<file path="config.mk">
export PLATFORM = sky130hd
export DESIGN_NAME = waveform_meter
export DESIGN_NICKNAME = d
export VERILOG_FILES = /design/src/rtl/waveform_meter.sv
export SDC_FILE = /design/constraint.sdc
export NUM_CORES = 1
export LEC_CHECK = 0
export CORE_MARGIN = 8
export CORE_UTILIZATION = 60
export CTS_BUF_LIST = sky130_fd_sc_hd__clkbuf_8
export CTS_CLUSTER_DIAMETER = 120
export DETAILED_ROUTE_END_ITERATION = 10
export PLACE_DENSITY = 0.85
export SKIP_LAST_GASP = 1
export SLEW_MARGIN = 20
export SYNTH_ARGS = -nofsm -noshare
export SYNTH_HDL_FRONTEND = slang
export SYNTH_SLANG_ARGS = --single-unit
</file>
<file path="constraint.sdc">
create_clock -name clk -period 4.4 [get_ports clk]
set_input_delay 0.44 -clock clk [delete_from_list [all_inputs] [get_ports clk]]
set_output_delay 0.44 -clock clk [all_outputs]
set_load 0.01 [all_outputs]
</file>
<file path="src/rtl/waveform_meter.sv">
// Receive-side waveform monitor: measures period (clk cycles) and per-period
// signed min/max of a sample stream, using peak (slope) or edge (level) events.
module waveform_meter #(
  parameter int unsigned DATA_WIDTH = 8,
  parameter int unsigned PER_WIDTH  = 24
) (
  input  logic                         clk,
  input  logic                         rst,
  input  logic signed [DATA_WIDTH-1:0] sample_i,
  input  logic                         sample_valid_i,
  input  logic                         mode_i,
  input  logic                         clear_i,
  output logic        [PER_WIDTH-1:0]  period_o,
  output logic signed [DATA_WIDTH-1:0] max_o,
  output logic signed [DATA_WIDTH-1:0] min_o,
  output logic                         meas_valid_o,
  output logic                         timeout_o
);

  typedef enum logic [1:0] {
    ST_IDLE,
    ST_ARM,
    ST_MEASURE
  } state_e;

  localparam logic [PER_WIDTH-1:0]         CNT_MAX  = '1;
  // Saturating on the edge where cnt would become all-ones keeps cnt+1 in range,
  // so an event on that same edge reports period = 2^PER_WIDTH-1 naturally.
  localparam logic [PER_WIDTH-1:0]         CNT_SAT  = CNT_MAX - PER_WIDTH'(1);
  localparam logic signed [DATA_WIDTH-1:0] ZERO     = '0;

  state_e                       state_q;
  logic        [PER_WIDTH-1:0]  cnt_q;
  logic signed [DATA_WIDTH-1:0] prev_q;
  logic signed [DATA_WIDTH-1:0] max_run_q;
  logic signed [DATA_WIDTH-1:0] min_run_q;
  logic                         dir_up_q;
  logic                         low_seen_q;
  logic                         mode_q;
  logic        [PER_WIDTH-1:0]  period_q;
  logic signed [DATA_WIDTH-1:0] max_q;
  logic signed [DATA_WIDTH-1:0] min_q;
  logic                         meas_valid_q;
  logic                         timeout_q;

  logic rearm_c;
  logic slope_ev_c;
  logic level_ev_c;
  logic event_c;
  logic sat_c;
  logic [PER_WIDTH-1:0] cnt_d;

  // Event detection and re-arm decode
  always_comb begin
    rearm_c    = clear_i | (mode_i != mode_q);
    slope_ev_c = dir_up_q & (sample_i < prev_q);
    level_ev_c = low_seen_q & (sample_i > ZERO);
    event_c    = sample_valid_i & (state_q != ST_IDLE) & (mode_q ? level_ev_c : slope_ev_c);
    sat_c      = (cnt_q == CNT_SAT);
    cnt_d      = cnt_q + PER_WIDTH'(1);
  end

  always_ff @(posedge clk or posedge rst) begin
    if (rst) begin
      state_q      <= ST_IDLE;
      cnt_q        <= '0;
      prev_q       <= '0;
      max_run_q    <= '0;
      min_run_q    <= '0;
      dir_up_q     <= 1'b0;
      low_seen_q   <= 1'b0;
      mode_q       <= 1'b0;
      period_q     <= '0;
      max_q        <= '0;
      min_q        <= '0;
      meas_valid_q <= 1'b0;
      timeout_q    <= 1'b0;
    end else begin
      meas_valid_q <= 1'b0;
      timeout_q    <= 1'b0;
      mode_q       <= mode_i;
      if (rearm_c) begin
        state_q    <= ST_IDLE;
        cnt_q      <= '0;
        dir_up_q   <= 1'b0;
        low_seen_q <= 1'b0;
        max_run_q  <= '0;
        min_run_q  <= '0;
      end else begin
        case (state_q)
          ST_IDLE: begin
            if (sample_valid_i) begin
              prev_q  <= sample_i;
              state_q <= ST_ARM;
            end
          end
          ST_ARM, ST_MEASURE: begin
            if (sample_valid_i) begin
              prev_q <= sample_i;
              if (sample_i > prev_q) begin
                dir_up_q <= 1'b1;
              end else if (sample_i < prev_q) begin
                dir_up_q <= 1'b0;
              end
              if (mode_q && level_ev_c) begin
                low_seen_q <= 1'b0;
              end else if (sample_i < ZERO) begin
                low_seen_q <= 1'b1;
              end
              // The event sample opens the next period's extrema window
              if (event_c) begin
                max_run_q <= sample_i;
                min_run_q <= sample_i;
              end else begin
                if (sample_i > max_run_q) max_run_q <= sample_i;
                if (sample_i < min_run_q) min_run_q <= sample_i;
              end
            end
            if (event_c) begin
              cnt_q   <= '0;
              state_q <= ST_MEASURE;
              if (state_q == ST_MEASURE) begin
                period_q     <= cnt_d;
                max_q        <= max_run_q;
                min_q        <= min_run_q;
                meas_valid_q <= 1'b1;
              end
            end else if (sat_c) begin
              cnt_q     <= '0;
              timeout_q <= 1'b1;
              state_q   <= ST_ARM;
            end else begin
              cnt_q <= cnt_d;
            end
          end
          default: begin
            state_q <= ST_IDLE;
            cnt_q   <= '0;
          end
        endcase
      end
    end
  end

  assign period_o     = period_q;
  assign max_o        = max_q;
  assign min_o        = min_q;
  assign meas_valid_o = meas_valid_q;
  assign timeout_o    = timeout_q;

endmodule

</file>
# == Word-level counts from Yosys, hierarchy flattened ==
# Cells that the tools add are included.
# totals
register_bits,95
in_bits,13
output_inout_bits,42
# classes
n_addsub,1
magnitude_cmp,6
eq_ne,7
mux,38
bitwise,6
reduce_logical,18
# ops
op,count
2-to-1 mux 8 bit,10
2-to-1 mux 24 bit,3
case mux 24 bit (2 select lines),1
"adder 24 x 1 -> 24 bit, second input constant",1
"equality test 24 bit, second input constant",1
2-to-1 mux 1 bit,19
> comparator 8 bit,2
less-than comparator 8 bit,2
AND reduction 3 bit,5
nonzero test 3 bit,4
"> comparator 8 x 1 -> 1 bit, second input constant",1
"less-than comparator 8 x 1 -> 1 bit, second input constant",1
2-to-1 mux 2 bit,4
nonzero test 2 bit,3
bitwise AND 1 bit,4
"inequality test 4 bit, second input constant",1
case mux 2 bit (2 select lines),1
AND reduction 4 bit,1
"inequality test 3 bit, second input constant",1
OR reduction 3 bit,1
"equality test 2 x 1 -> 1 bit, second input constant",1
"equality test 2 bit, second input constant",1
zero test 2 bit,1
"inequality test 2 bit, second input constant",1
other kinds (6),6

# == Logic depth before layout (Yosys ltp) ==
# Gate-level depths: netlist of the first run.
# depth
word_depth,8
ltp_mapped,10
mapped_depth_nobuf,8

# == Worst setup path after synthesis of the first run ==
# No wires, ideal clock.
# synth_timing
path_kind,input port to flip-flop
start,input port sample_i[7]
end,register cnt_q[13]
arrival_ns,2.326
setup_slack_ns,1.954
stages,9
n_path_buf,2
cell_sequence,ha_1 > and4_1 > a22o_1 > nor4_2 > o21a_1 > buf_2 > nor4_4 > buf_2 > a31o_2
# synth_between
elab_chain_cells,7
elab_cells_between_ends,9
# synth_lines
item,line_no,rtl
start: declaration,9,"input logic signed [DATA_WIDTH-1:0] sample_i,"
less-than comparator 8 bit / > comparator 8 x 1 -> 1 bit (equally long branches),"56, 57",
"bitwise AND 1 bit, on equally long branches","56, 57",
2-to-1 mux 1 bit (*),58,event_c = sample_valid_i & (state_q != ST_IDLE) & (mode_q ? level_ev_c : slope_ev_c);
bitwise AND 1 bit (*),58,
2-to-1 mux 24 bit (*),119,if (event_c) begin
case mux 24 bit (2 select lines) (*),90,case (state_q)
2-to-1 mux 24 bit (*),82,if (rearm_c) begin
end signal: assignment,133,cnt_q <= cnt_d;
end: declaration,33,logic [PER_WIDTH-1:0] cnt_q;
# Every way passes the cells marked *; elsewhere a longest branch is shown, timed or not.
# A chain may end at the register's enable or synchronous reset.

# == Final worst setup path of the first run ==
# layout_timing
start,input port sample_i[7]
end,register min_run_q[6]
# layout_between
elab_chain_cells,8
elab_cells_between_ends,13
# layout_lines
item,line_no,rtl
less-than comparator 8 bit / > comparator 8 x 1 -> 1 bit (equally long branches),"56, 57",
"bitwise AND 1 bit, on equally long branches","56, 57",
2-to-1 mux 1 bit,58,
bitwise AND 1 bit,58,
2-to-1 mux 8 bit,111,if (event_c) begin
2-to-1 mux 8 bit,98,if (sample_valid_i) begin
2-to-1 mux 8 bit,90,
2-to-1 mux 8 bit,82,
end signal: assignment,113,min_run_q <= sample_i;
end signal: assignment,116,if (sample_i < min_run_q) min_run_q <= sample_i;
end: declaration,36,logic signed [DATA_WIDTH-1:0] min_run_q;
# Parallel ways exist; a longest one is shown, timed or not. The select of a mux whose other input is x is not followed.

==> summary.md, run 1 <==
| Metric | Value |
|---|---|
| Num CTS Buffers | `9` |
| Clock Path Buffers | `2` |
| CTS H-tree lvls | `3` |
| Initial Util | `61.9%` |
| Top_reg_cell synth | `dfrtp_1` |
| PwrDens | `297 nW/um2` |
| WL per Instance | `17.9 um` |
| Critical path launch point type | `input pin` |
| Seq pwr share | `51.6%` |
| Post-cts hold buffer count | `0` |
| Clk_lat worst skew | `0.37 ns` |
| Int Power | `1290 uW` |
| Crit path max fanout | `13` |
| FF-to-FF setup slack | `1.44 ns` |
| Synth async-reset ratio | `100%` |
| Crit path DAT | `3.62 ns` |
| Die Width | `108 um` |
| Area share of fa/ha/maj cells after synthesis | `6.89%` |
| CTS tree | `done` |
| Period utilisation layout | `75.5%` |
| Largest stage delay on the critical path | `0.67 ns` |
| HPWL after DPL | `8430 um` |
| Tightest Hold Check Type | `input pin to asynchronous set/reset pin` |
| Clock period minus worst slack | `3.32 ns` |
| Skew final | `0.0122 ns` |
| Vias | `4,142` |
| Gr ovfl total | `0` |
| Die height | `108 um` |
| Max VDD drop | `176 uV` |
| Final-report max-slew violation count | `0` |
| Setup TNS | `0 ns` |
| Setup crit end kind | `register` |
| Clock power frac | `35.9%` |
| DRT Wirelength | `12,000 um` |
| Crit Path Class | `input pin to register` |
| Detail Route Antenna Nets | `0` |
| Crit-path cells | `clkdlybuf4s50_1, ha_1, and4_1, a22o_1, nor4_2, o21ai_1, a21oi_1, a22o_1` |
| Setup bufs post-CTS | `0` |
| Area added between synthesis and finish | `15.6%` |
| Layout fillers | `633` |
| Core Region | `8220 um2` |
| Achievable Freq | `301 MHz` |
| Syn Area/Cell | `9.81 um2` |
| Clk sink count | `95` |
| Final setup fails | `0` |
| Post-Syn Area | `5080 um2` |
| Status | `completed` |
| Final hold viol count | `0` |
| Via/cell ratio | `6.19` |
| Worst slack, placed | `0.792 ns` |
| Post-synthesis xor/xnor area fraction | `3.79%` |
| Seq/Total Area, Yosys | `46.8%` |
| Post-synthesis cell type count | `60` |
| Synth Area in Compound Gates | `20.3%` |
| CTS resizes | `0` |
| DRC Markers | `0` |
| Most frequent cells in the layout | `95 x dfrtp_1, 65 x nand2_1, 54 x clkdlybuf4s50_1, 52 x o21ai_0, 36 x inv_1` |
| Buffers on Ports | `54` |
| Rows | `33` |
| Mapped Cells | `518` |
| Leakage | `0.00254 uW` |
| Req. time, crit path | `4.70 ns` |
| Mux share of post-synthesis cell area | `1.08%` |
| Least-Margin Pin Slew | `1.05 ns` |
| Cell mode on critical path | `a22o_1` |
| YS warnings | `0` |
| Main combinational cell family by area after synthesis | `compound AO/OA/AOI/OAI gates` |
| Clock Pin Slew Worst Setup and Hold Paths | `0.10 ns` |
| Net switching power | `457 uW` |
| # diodes | `0` |
| Fin worst setup slack | `1.08 ns` |
| Share of cells above drive strength 1 | `7.45%` |
| Post-synth EDFFs | `0` |
| Relative slew margins | `29.8%` |
| GRT Util Overall | `21.3%` |
| Die footprint | `11,700 um2` |
| Initial antenna violation count | `0` |
| RSZ-0062 raised after global routing | `no` |
| Largest net degree at the start of global routing | `67` |
| Fin nets | `601` |
| Max Cap Violations | `0` |
| Root buf cell | `clkbuf_8` |
| Gate power share | `12.6%` |
| Switching fraction of total power | `26.1%` |
| Number of global-route vias before repair | `4,115` |
| GP Congestion | `0.956` |
| Simple-gate share of the synthesized area | `15.7%` |
| DRT iter0 DRCs | `470` |
| Net count after synthesis | `559` |
| Most common library cell in the layout ignoring fill and taps | `dfrtp_1` |
| I/O pin count | `55` |
| First-pass GRT wire length | `20,200 um` |
| Synth Register Bits | `95` |
| Crit-path slowest cell | `a21oi_1` |
| Drt pass-1 iters | `5` |
## area by class of cell
class	instances	area (um2)	share of cell area, %
Inverter	36	136	2.32
Timing Repair Buffer	61	593	10.1
Clock buffer	9	124	2.11
Tap cell	105	131	2.23
Multi-Input combinational cell	357	2430	41.3
Sequential cell	95	2380	40.4
Clock inverter	6	86.3	1.47
## cell usage after synthesis, drive strengths merged, types with 2 or more instances
cell type	n	area, um2
a21o	6	45.0
a21oi	9	45.0
a221o	2	20.0
a22o	31	272
a31o	5	43.8
a31oi	4	25.0
a41o	4	41.3
a41oi	3	26.3
and2	3	18.8
and3	2	12.5
and4	4	35.0
buf	13	73.8
clkbuf	17	67.6
dfrtp	95	2380
ha	28	350
inv	36	135
mux2	4	45.0
nand2	65	244
nand2b	3	18.8
nand3	16	85.1
nand4	9	62.6
nor2	28	105
nor2b	7	43.8
nor3	5	25.0
nor4	6	58.8
o211ai	2	15.0
o21ai	57	293
o2bb2ai	3	26.3
o32ai	2	17.5
o41ai	9	97.6
or3	3	18.8
or4	3	26.3
xnor2	11	96.3
xor2	11	96.3
## through the flow
stage	power, uW	area (um2)	utilization [%]	hold WS (ns)	std cells
5_1_grt	1820	5880	71.5	0.455	669
6_report	1750	5880	71.5	0.397	669
2_1_floorplan	1070	5080	-	0.466	518
3_5_place_dp	1130	5670	69.0	0.469	654
4_1_cts	1750	5880	71.5	0.414	669
3_3_place_gp	1120	5670	69.0	0.460	654
## critical path, delay by kind of cell
| kind | cells | cell delay (ns) |
|---|---|---|
| AOI/OAI and AO/OA | 4 | 1.54 |
| adders and majority gates | 1 | 0.43 |
| buffers and inverters | 1 | 0.59 |
| and+or+nand+nor | 2 | 0.62 |
## path summary, 6_finish.rpt
path	startpoint	end	cells past startpoint
hold / removal	rst	max_o[2]$_DFFE_PP0P_	2
min in group clk	period_o[11]$_DFFE_PP0P_	period_o[11]$_DFFE_PP0P_	2
setup reg to reg	state_q[0]$_DFFE_PP0P_	min_run_q[6]$_DFFE_PP0P_	7
setup / recovery	sample_i[7]	min_run_q[6]$_DFFE_PP0P_	8
hold reg to reg	period_o[11]$_DFFE_PP0P_	period_o[11]$_DFFE_PP0P_	2
max in group asynchronous	rst	state_q[0]$_DFFE_PP0P_	3
## layer usage
layer | wire (um) | track usage (%) | vias up
li1 | - | - | 1937
met1 | 5480 | 29.8 | 2018
met2 | 5500 | 32.7 | 168
met3 | 776 | 3.09 | 19
met4 | 199 | 8.52 | 0
met5 | 0 | 0 | -
## kinds of logic after synthesis
| group | count (synthesis) |
|---|---|
| and+or+nand+nor | 159 |
| xor gates and xnor gates | 22 |
| AOI/OAI and AO/OA | 143 |
| buffers and inverters | 66 |
| muxes | 5 |
| DFF | 95 |
| adders and majority gates | 28 |
## power groups by stage
stage          sequential [uW]  combinational, uW  clock, uW
6_report                   901                220        627
5_1_grt                    903                246        671
4_1_cts                    901                218        631
3_5_place_dp               918                216          0
3_3_place_gp               917                206          0
2_1_floorplan              916                154          0
## registers in the layout, indices dropped and copies added, names as in the netlist
signal,cells
period_o,24
max_run_q,8
max_o,8
dir_up_q,1
cnt_q,24
state_q,2
min_run_q,8
low_seen_q,1
mode_q,1
meas_valid_o,1
min_o,8
timeout_o,1
prev_q,8
No activity file was read; power rests on OpenSTA's default activity.
==> inputs of run 2 (changes only) <==
--- a/config.mk
+++ b/config.mk
@@ -6,11 +6,11 @@
 export NUM_CORES = 1
 export LEC_CHECK = 0
 export CORE_MARGIN = 8
-export CORE_UTILIZATION = 60
+export CORE_UTILIZATION = 53
 export CTS_BUF_LIST = sky130_fd_sc_hd__clkbuf_8
 export CTS_CLUSTER_DIAMETER = 120
 export DETAILED_ROUTE_END_ITERATION = 10
-export PLACE_DENSITY = 0.85
+export PLACE_DENSITY = 0.8
 export SKIP_LAST_GASP = 1
 export SLEW_MARGIN = 20
 export SYNTH_ARGS = -nofsm -noshare
==> constraint.sdc (replaced) <==
create_clock -name clk -period 3.04 [get_ports clk]
set_input_delay 0.304 -clock clk [delete_from_list [all_inputs] [get_ports clk]]
set_output_delay 0.304 -clock clk [all_outputs]
set_load 0.01 [all_outputs]
==> run 2 against run 1 <==
Net effect:
- final area up 4.1%
- largest power group unchanged
- utilization down 5.6 points
- highest routed layer unchanged
- total power up 48%
- clock-buffer cell count up 2
- critical path type unchanged
==> summary.md, run 2 (synthesized netlist as in run 1, its figures left out) <==
| Metric | Value |
|---|---|
| Status | `completed` |
| WL per Instance | `16.4 um` |
| Die footprint | `13,000 um2` |
| FF-to-FF setup slack | `0.36 ns` |
| Leakage | `0.00267 uW` |
| Max VDD drop | `274 uV` |
| DP Area | `5890 um2` |
| Gr ovfl total | `0` |
| PwrDens | `422 nW/um2` |
| Tightest Hold Check Type | `input pin to asynchronous set/reset pin` |
| Largest net degree at the start of global routing | `55` |
| GRT Util Overall | `18.6%` |
| Max Cap Violations | `0` |
| DRC Markers | `0` |
| Share of cells above drive strength 1 | `11.2%` |
| Relative slew margins | `52.5%` |
| Core Region | `9280 um2` |
| Fin nets | `624` |
| Vias | `4,160` |
| Detail Route Antenna Nets | `0` |
| CTS resizes | `0` |
| Clk sink count | `95` |
| Worst reg2reg endpoint | `max_run_q[2]$_DFFE_PP0P_` |
| Layout Cells excl Fill | `717` |
| Area added between synthesis and finish | `20.4%` |
| CTS tree | `done` |
| RR Startpoint | `prev_q[7]$_DFFE_PP0P_` |
| Req. time, crit path | `3.32 ns` |
| Initial antenna violation count | `0` |
| Fin worst setup slack | `0.318 ns` |
| First-pass GRT wire length | `19,700 um` |
| Final-report max-slew violation count | `0` |
| Rows | `35` |
| Clk_lat worst skew | `0.35 ns` |
| Crit Path Class | `input pin to register` |
| Initial Util | `54.8%` |
| Worst slack, placed | `-0.00857 ns` |
| Achievable Freq | `367 MHz` |
| Design area | `6120 um2` |
| Crit. Startpoint | `sample_i[7]` |
| CTS H-tree lvls | `3` |
| HPWL after DPL | `8580 um` |
| Setup bufs post-CTS | `0` |
| Root buf cell | `clkbuf_8` |
| DR top layer | `met4` |
| Clock Path Buffers | `2` |
| Skew final | `0.0138 ns` |
| RSZ-0062 raised after global routing | `no` |
| I/O pin count | `55` |
| Final setup fails | `0` |
| Clock period minus worst slack | `2.72 ns` |
| # diodes | `0` |
| Most common library cell in the layout ignoring fill and taps | `dfrtp_1` |
| Die Width | `114 um` |
| Critical path launch point type | `input pin` |
| Most frequent cells in the layout | `95 x dfrtp_1, 65 x nand2_1, 54 x clkdlybuf4s50_1, 52 x o21ai_0, 36 x inv_1` |
| Post-cts hold buffer count | `0` |
| Num CTS Buffers | `9` |
| Buffers on Ports | `54` |
| Crit path max fanout | `8` |
| Final hold viol count | `0` |
| DRT Wirelength | `11,700 um` |
| Least-Margin Pin Slew | `0.712 ns` |
| R2R depth | `9` |
| Setup crit end kind | `register` |
| Met2 wire length | `5580 um` |
| Number of global-route vias before repair | `4,051` |
| Crit path DAT | `3.00 ns` |
| Clock Pin Slew Worst Setup and Hold Paths | `0.09 ns` |
| Drt pass-1 iters | `5` |
| Met1 WL | `5210 um` |
| Met3 wire length | `809 um` |
| DRT iter0 DRCs | `238` |
| Via/cell ratio | `5.80` |
| GP Congestion | `0.871` |
| Die height | `114 um` |
| Placed instance count | `701` |
| Setup TNS | `0 ns` |
| Period utilisation layout | `89.5%` |
==> run 2: cell type report <==
type / instances / area (um2)
tap: 129 / 161
clock inverter: 5 / 81.3
sequential: 95 / 2380
inverter: 36 / 136
timing repair buffer: 84 / 782
multi-input combinational: 357 / 2430
fill: 762 / 3160
clock buffer: 11 / 151
==> run 2: worst max path at each step <==
stage	end	slack, ns	depth (start not counted)
6_report	max_run_q[2]$_DFFE_PP0P_	0.32	9
5_1_grt	max_run_q[7]$_DFFE_PP0P_	0.18	9
4_1_cts	max_run_q[2]$_DFFE_PP0P_	0.32	9
3_5_place_dp	max_run_q[7]$_DFFE_PP0P_	-0.009	9
3_3_place_gp	cnt_q[0]$_DFFE_PP0P_	-0.21	8
2_1_floorplan	cnt_q[0]$_DFFE_PP0P_	0.26	1
==> run 2: critical path, cell delays in order <==
cell and delay, ns:
clkdlybuf4s50_1 0.43, ha_1 0.36, and4_1 0.25, a22o_1 0.21
nor4_2 0.33, buf_4 0.18, o21ai_1 0.14, a21oi_1 0.56
a22o_1 0.25
==> run 2: through the flow <==
step | util [%] | total power (uW) | hold slack (ns)
2_1_floorplan | - | 1550 | 0.335
3_3_place_gp | 63.3 | 1650 | 0.461
3_5_place_dp | 63.4 | 1660 | 0.470
4_1_cts | 65.9 | 2590 | 0.389
5_1_grt | 65.9 | 2690 | 0.424
6_report | 65.9 | 2580 | 0.361
==> run 2: metal layers <==
layer | vias up | track usage, %
met5 | - | 0
met4 | 0 | 5.86
met3 | 20 | 3.59
met2 | 142 | 29.9
met1 | 2018 | 24.7
li1 | 1980 | -
==> run 2: where the power goes <==
group | internal [uW] | switching [uW]
combinational | 132 | 201
sequential | 1290 | 12.1
clock | 509 | 435
total | 1930 | 647
==> patch (settings of run 2) <==
`PER_WIDTH`: 24 -> 36.
--- a/src/rtl/waveform_meter.sv
+++ b/src/rtl/waveform_meter.sv
@@ -2,7 +2,7 @@
 // signed min/max of a sample stream, using peak (slope) or edge (level) events.
 module waveform_meter #(
   parameter int unsigned DATA_WIDTH = 8,
-  parameter int unsigned PER_WIDTH  = 24
+  parameter int unsigned PER_WIDTH  = 36
 ) (
   input  logic                         clk,
   input  logic                         rst,
Ports: changed (resized period_o); port bits go from 55 to 67. No check against the original RTL was run, so the function may have changed too.
==> patch against run 2 <==
Die area grew 21%. Routed wire length grew 35%. Non-clock buffer count grew 15. Power grew 41%. First-iteration DRC count grew 110%. Setup slack lost 0.12 ns. Critical path depth grew 1. Synthesized area grew 25%. Sequential cell count grew 24. Design area grew 28%. Critical path type is now register to register. Largest power group is now the clock network.
==> patch: results (changes against run 2) <==
* Status: completed (unchanged)
* Dominant cells by area after synthesis: dfrtp_1 47%, nand2_1 5.6%, ha_1 5.5%, mux2i_1 4.1%, nor2_1 3.7% (was dfrtp_1 47%, ha_1 6.9%, a22o_1 5.3%, o21ai_0 5.1%, nand2_1 4.8%)
* Total GRT Usage at 0.203 (was 0.186)
* Share of cells above drive strength 1 at 0.111 (was 0.112)
* Met2 wire length at 8140 um (was 5580 um)
* Hpwl dp at 11100 um (was 8580 um)
* First-pass GRT wire length at 26200 um (was 19700 um)
* Worst Path Max Fanout at 19 (was 8)
* Syn_nets at 718 (was 559)
* Inverters at 39 (was 36)
* FF-to-FF End: period_o[19]$_DFFE_PP0P_ (was max_run_q[2]$_DFFE_PP0P_)
* Max Freq at 352 MHz (was 367 MHz)
* # port buffers at 66 (was 54)
* Reg2reg path depth at 10 (was 9)
* Reg-to-reg setup timing slack at 0.20 ns (was 0.36 ns)
* Fraction of area in registers at 0.380 (was 0.388)
* CP max-delay cell: or4_4 (was a21oi_1)
* Initial DRC count at 499 (was 238)
* Buffer share of cell area at 0.123 (was 0.128)
* Hold slack at 0.360 ns (was 0.361 ns)
* Vias per cell at 5.93 (was 5.80)
* Vias in the first global route at 5565 (was 4051)
* XOR/XNOR Fraction of Synth Area at 0.0193 (was 0.0379)
* Layout clock area frac at 0.0612 (was 0.0380)
* DRT Wirelength at 15900 um (was 11700 um)
* Met3 Usage GRT at 0.0527 (was 0.0359)
* Metal3 WL at 929 um (was 809 um)
* H-tree lvl count at 4 (was 3)
* Total clock buffers created by CTS at 17 (was 9)
* Slew HR at 0.561 (was 0.525)
* #MultiIn Comb at 480 (was 357)
* Commonest cells in the netlist: 119 x dfrtp_1, 95 x nand2_1, 63 x nor2_1 (was 95 x dfrtp_1, 65 x nand2_1, 52 x o21ai_0)
* Nets@finish at 797 (was 624)
* Met2 usage at 0.356 (was 0.299)
* First-pass DRT Iterations at 8 (was 5)
* M1 WL at 6510 um (was 5210 um)
* Met1 GRT Util at 0.232 (was 0.247)
* Peak per-stage delay on the critical path at 0.59 ns (was 0.56 ns)
* Clock Skews at 0.0167 ns (was 0.0138 ns)
* Sw frac at 0.223 (was 0.251)
* Clock slew at reported path FFs at 0.06 ns (was 0.09 ns)
* Proportion of synthesized area in mux cells at 0.0763 (was 0.0108)
* Worst R2R Start: prev_q[5]$_DFFE_PP0P_ (was prev_q[7]$_DFFE_PP0P_)
* Synth Area in Compound Gates at 0.133 (was 0.203)
* Worst-case vdd ir drop at 377 uV (was 274 uV)
* P_leak at 0.00345 uW (was 0.00267 uW)
* Arrival @ worst endpoint at 3.20 ns (was 3.00 ns)
* Yosys reg bits at 119 (was 95)
* Post-synthesis adder-cell area fraction at 0.0551 (was 0.0689)
* Multi-input logic area at 0.00308 mm^2 (was 0.00243 mm^2)
-- patch: changes by cell type after synthesis, moves of 10 or more --
cell             run 2  this run
clkbuf_1            14        27
mux2i_1              1        26
nand3_1             15        25
o21ai_0             52        24
a21oi_1              9        36
mux2_2               4        14
nand4_1              8        18
a31oi_1              4        16
o211ai_1             2        18
nor3_1               5        16
nand2_1             65        95
dfrtp_1             95       119
nor2_1              28        63
a22o_1              31         2
-- patch: power groups by stage --
stage                     Combinational (uW)  Sequential [uW]  Clock (uW)
after floorplan                          175             1650           0
after global placement                   276             1650           0
after detailed placement                 286             1650           0
after CTS                                298             1620        1760
after global routing                     331             1620        1810
final                                    297             1620        1730
-- patch: stage by stage --
step / area [um^2] / TNS (ns) / std cells
floorplan: 6370 / 0 / 677
global placement: 7330 / -1.94 / 883
detailed placement: 7330 / -6.47 / 883
CTS: 7810 / 0 / 914
global route: 7840 / 0 / 915
finish: 7840 / 0 / 915
